<file path="src/rtl/adder_sum_accumulator.sv">
`default_nettype none
// ============================================================================
//  Module   : adder_sum_accumulator
//  Brief    : Batches the adder-stage sum stream into a wide running total and
//             presents total, beat count and sticky overflow on a valid/ready
//             output port. Batch length is latched on the first beat and a
//             flush input closes a batch early.
//  Option   : ADDER_ACC_SATURATE_EN - when defined the accumulator clamps to
//             all-ones on overflow instead of wrapping.
//  Revision : 1.0 - initial release
// ============================================================================
module adder_sum_accumulator #(
    parameter int DATA_W  = 8,
    parameter int ACC_W   = 16,
    parameter int BATCH_W = 4
) (
    input  logic               clk,
    input  logic               rst,
    input  logic               in_valid,
    input  logic [DATA_W-1:0]  in_sum,
    output logic               in_ready,
    input  logic [BATCH_W-1:0] batch_len,
    input  logic               flush,
    output logic               out_valid,
    input  logic               out_ready,
    output logic [ACC_W-1:0]   out_acc,
    output logic [BATCH_W:0]   out_count,
    output logic               out_ovf
);

    localparam logic [BATCH_W:0] c_ONE = {{BATCH_W{1'b0}}, 1'b1};

    typedef enum logic [1:0] {
        S_IDLE  = 2'd0,
        S_ACCUM = 2'd1,
        S_OUT   = 2'd2
    } state_t;

    state_t             r_state;
    state_t             w_state_nxt;
    logic [ACC_W-1:0]   r_acc;
    logic [ACC_W-1:0]   w_acc_nxt;
    logic [BATCH_W:0]   r_count;
    logic [BATCH_W:0]   w_count_nxt;
    logic [BATCH_W:0]   r_len;
    logic [BATCH_W:0]   w_len_nxt;
    logic               r_ovf;
    logic               w_ovf_nxt;

    logic               w_beat;
    logic [BATCH_W:0]   w_len_in;
    logic [ACC_W-1:0]   w_in_ext;
    logic [ACC_W:0]     w_sum;
    logic [ACC_W-1:0]   w_acc_add;
    logic [BATCH_W:0]   w_count_inc;

    // Incoming sum zero-extended to the accumulator width.
    generate
        if (ACC_W > DATA_W) begin : g_ext_pad
            assign w_in_ext = {{(ACC_W-DATA_W){1'b0}}, in_sum};
        end else begin : g_ext_none
            assign w_in_ext = in_sum;
        end
    endgenerate

    // A requested length of zero behaves as a single-sum batch.
    assign w_len_in    = (batch_len == '0) ? c_ONE : {1'b0, batch_len};
    assign in_ready    = !rst && (r_state != S_OUT);
    assign w_beat      = in_valid && in_ready;
    assign w_sum       = {1'b0, r_acc} + {1'b0, w_in_ext};
    assign w_count_inc = r_count + c_ONE;

    // Once the carry fires in saturating mode the total sits at all-ones;
    // further additions of non-zero sums carry again, so it stays clamped.
`ifdef ADDER_ACC_SATURATE_EN
    assign w_acc_add = w_sum[ACC_W] ? {ACC_W{1'b1}} : w_sum[ACC_W-1:0];
`else
    assign w_acc_add = w_sum[ACC_W-1:0];
`endif

    // Next-state and datapath update for the batch controller.
    always_comb begin
        w_state_nxt = r_state;
        w_acc_nxt   = r_acc;
        w_count_nxt = r_count;
        w_len_nxt   = r_len;
        w_ovf_nxt   = r_ovf;
        case (r_state)
            S_IDLE: begin
                if (w_beat) begin
                    w_len_nxt   = w_len_in;
                    w_acc_nxt   = w_in_ext;
                    w_count_nxt = c_ONE;
                    w_ovf_nxt   = 1'b0;
                    if ((w_len_in == c_ONE) || flush) begin
                        w_state_nxt = S_OUT;
                    end else begin
                        w_state_nxt = S_ACCUM;
                    end
                end
            end
            S_ACCUM: begin
                if (w_beat) begin
                    w_acc_nxt   = w_acc_add;
                    w_count_nxt = w_count_inc;
                    if (w_sum[ACC_W]) begin
                        w_ovf_nxt = 1'b1;
                    end
                    if ((w_count_inc == r_len) || flush) begin
                        w_state_nxt = S_OUT;
                    end
                end else if (flush) begin
                    w_state_nxt = S_OUT;
                end
            end
            S_OUT: begin
                if (out_ready) begin
                    w_state_nxt = S_IDLE;
                    w_acc_nxt   = '0;
                    w_count_nxt = '0;
                    w_ovf_nxt   = 1'b0;
                end
            end
            default: begin
                w_state_nxt = S_IDLE;
            end
        endcase
    end

    // State and result registers; reset discards any partial batch.
    always_ff @(posedge clk) begin
        if (rst) begin
            r_state <= S_IDLE;
            r_acc   <= '0;
            r_count <= '0;
            r_len   <= c_ONE;
            r_ovf   <= 1'b0;
        end else begin
            r_state <= w_state_nxt;
            r_acc   <= w_acc_nxt;
            r_count <= w_count_nxt;
            r_len   <= w_len_nxt;
            r_ovf   <= w_ovf_nxt;
        end
    end

    assign out_valid = (r_state == S_OUT);
    assign out_acc   = r_acc;
    assign out_count = r_count;
    assign out_ovf   = r_ovf;

endmodule
`default_nettype wire

</file>
<file path="config.mk">
export PLATFORM = sky130hd
export DESIGN_NAME = adder_sum_accumulator
export DESIGN_NICKNAME = d
export VERILOG_FILES = /design/src/rtl/adder_sum_accumulator.sv
export SDC_FILE = /design/constraint.sdc
export NUM_CORES = 1
export LEC_CHECK = 0
export CAP_MARGIN = 5
export CORE_ASPECT_RATIO = 1.75
export CORE_UTILIZATION = 53
export CTS_BUF_LIST = sky130_fd_sc_hd__clkbuf_4 sky130_fd_sc_hd__clkbuf_8
export DETAILED_ROUTE_END_ITERATION = 7
export GPL_ROUTABILITY_DRIVEN = 0
export GPL_TIMING_DRIVEN = 0
export PLACE_DENSITY = 0.83
export SETUP_SLACK_MARGIN = 0.2
export SKIP_LAST_GASP = 1
export SLEW_MARGIN = 20
export SYNTH_ARGS = -nofsm -noshare
export SYNTH_HDL_FRONTEND = slang
export SYNTH_SLANG_ARGS = --single-unit
</file>
<file path="constraint.sdc">
create_clock -name clk -period 2.7 [get_ports clk]
set_input_delay 0.54 -clock clk [delete_from_list [all_inputs] [get_ports clk]]
set_output_delay 0.54 -clock clk [all_outputs]
set_load 0.01 [all_outputs]
</file>
==> results.toml <==
[grt]
maximum_number_of_pins_on_one_net_before_global_route_repair = 16
grt_use_total = 0.2872
grt_pass1_vias = 1928
globalRouteOverflowTotal = 0
number_of_antenna_violations_at_the_first_check_in_global_routing = 0
first_pass_grt_wire_length_um = 8155

[clocking]
cts-buffers-inserted = 3
worst_skew_pair.late_latency_ps = 280
tritoncts = "done"
cts_num_sinks = 28
clock-root-buffer = "clkbuf_8"
h-tree-depth = 1
clk_transition_reported_paths_ps = 100
cts_buffer_depth = 2
postCtsHoldBufs = 0

[sta]
achievable-frequency_ghz = 0.4124
totalNegativeSetupSlack_ps = 0
post-route-min-period_ps = 2425
slew_headroom = 0.6872
tightest_slew_ps = 469.2
final-max-slew-violation-count = 0
grt_setup_unrepaired = "true"
setup_violations = 0
finalClockSkew_ps = 3.226
share_of_the_cycle_needed_by_the_critical_path_after_routing = 0.8980
hold_viol = 0

[synth]
synth_most_common_cell = "dfxtp_1"
largest_cells_by_area_after_synthesis = "dfxtp_1 (29%), ha_1 (8.5%), a21oi_1 (5.8%)"
synth.top_cell.area_share = 0.2945
yosys-top-cells-count = "dfxtp_1 (28), a21oi_1 (22), nand2_1 (20)"
synth-main-ff-cell = "dfxtp_1"
netlist_area_um2 = 1903
postSynthNetCount = 268
synth.lib_cells_used.distinct = 48
synth_warnings = 0
synth_edf_count = 0
yosys_reg_bits = 28
number_of_standard_cells_after_synthesis = 237
synth_sequential_area_ratio = 0.2945
per_instance_average_area_after_synthesis_um2 = 8.030
netlist.top_cell.by_area = "dfxtp_1"
synthArstFlopShare = 0

[die]
die_h_um = 81.27
chipWidth_um = 47.30
core_area_um2 = 3398
fp-row-count = 28
fp.dieArea_um2 = 3844
initial_utilization = 0.5600
pin_count = 41

[critical_path]
setup.worst_path.class = "register to register"
signal_arrival_time_at_the_worst_endpoint_ps = 2650
r2r.worst_path.cells = 9
worstPathMaxFanout = 8
worstSetupStartpointType = "register"
setup.worst_path.end_class = "register"
rr_startpoint = "r_state[0]"
crit_path_start = "r_state[0]"
critPathRequiredTime_ps = 2920

[cells_and_area]
nets = 318
multi_input_area_um2 = 1289
register_area_um2 = 561.8
n_fill_cell = 284
layout-area-overhead-vs-synth_pct = 32.94
finalCoreUtilization = 0.7445
insertedDiodeCount = 0
drive_gt1_frac = 0.1154

[min_path]
hold_path_class = "register to register"
worstHoldStart = "r_len[3]"
hold-path-cell-count = 2

[detailed_routing]
drt-vias-per-instance = 5.927
vias = 1962
ant_nets = 0
remaining_drcs = 0
drt-total-wl_um = 5126
dr.pass1.iters = 4
wl_per_cell_um = 15.49
drt-initial-drc-count = 51

[placement]
number_of_buffers_inserted_by_port_buffering = 40
dpl.hpwl_um = 3635

[power]
reported_leakage_power_uw = 0.0009773
power.density_cell_area_nw_per_um2 = 798.0
power.ir.vdd_worst_v = 0.0005058

[job]
max_cap_violations = 0

[run_status]
run_status = "complete, no violations"
-- state kept, by name, summed over array words and instances, names as in the netlist --
signal / flops
out_acc: 16
out_ovf: 1
r_len: 4
out_count: 5
r_state: 2
-- cells in the final DEF, fill, tap and decap left out, types with 3 or more instances in the layout --
master	instances
o31ai_1	4
dlymetal6s2s_1	4
nor2b_1	3
a211oi_1	8
clkbuf_8	5
xnor2_1	4
nor3_1	7
nand2_1	20
a21oi_1	21
a21boi_1	3
nand3_1	13
nor2_1	15
nand2b_1	5
mux2i_1	8
inv_1	12
and2_1	6
and3_1	4
ha_1	11
o21ai_0	11
dfxtp_1	27
or4_1	5
buf_4	4
clkdlybuf4s50_1	35
clkbuf_1	4
-- final timing paths --
| path | end | slack (ps) |
|---|---|---|
| hold / removal | r_len[3] | 480 |
| setup / recovery | out_acc[12] | 280 |
| setup reg to reg | out_acc[12] | 280 |
| hold reg to reg | r_len[3] | 480 |
-- where the power goes --
part / leakage [µW] / switching [µW] / internal [µW]
Sequential: 0.000229 / 70.5 / 486
Clock: 0.0000288 / 140 / 131
Combinational: 0.000720 / 668 / 523
Total: 0.000977 / 879 / 1140
-- through the flow --
stage | std cells | total power, µW | hold WS [ps] | setup slack, ps | cell area (µm²)
after floorplan | 237 | 1285 | 448.1 | 289.5 | 1903
after global placement | 322 | 1593 | 461.0 | -339.6 | 2360
after detailed placement | 322 | 1619 | 470.5 | -413.5 | 2360
after CTS | 328 | 1957 | 484.6 | 106.6 | 2476
after global routing | 331 | 2151 | 498.5 | 159.8 | 2530
final | 331 | 2019 | 479.9 | 275.4 | 2530
-- repair_timing --
action | 4_1_cts | 5_1_grt
setup endpoints to repair | 16 | 20
setup buffers | 2 | 3
pin swaps | 5 | 4
resized for setup | 15 | 13
-- worst max-delay path, stage by stage (launching register included) --
cell and delay [ps]:
dfxtp_2 390, inv_2 70, ha_4 180, or3b_4 390
buf_6 140, a211oi_4 270, buf_6 160, nand3_4 110
or4_1 520, a21boi_1 140
-- cell families after synthesis --
kind of cell | after synthesis | share of synthesized area
and+or+nand+nor | 90 | 0.2531
adders and majority gates | 14 | 0.09599
DFF | 28 | 0.2945
buffers and inverters | 24 | 0.05194
muxes | 8 | 0.04208
xor gates and xnor gates | 5 | 0.02301
AOI/OAI and AO/OA | 68 | 0.2393
-- per-layer routing --
metal / share of wire / track usage / up-vias
met5: 0 / 0 / -
met4: 0.027 / 0.1686 / 0
met3: 0.032 / 0.02667 / 14
met2: 0.56 / 0.5164 / 60
met1: 0.38 / 0.2989 / 931
li1: - / - / 957
-- area by class of cell --
class	instances	share of cell area
multi-input combinational	185	0.5094
sequential	28	0.2221
timing repair buffer	45	0.1780
buffer	10	0.02572
tap	45	0.02226
clock buffer	4	0.02176
inverter	14	0.02077
Power figures use the tool's default switching activity.
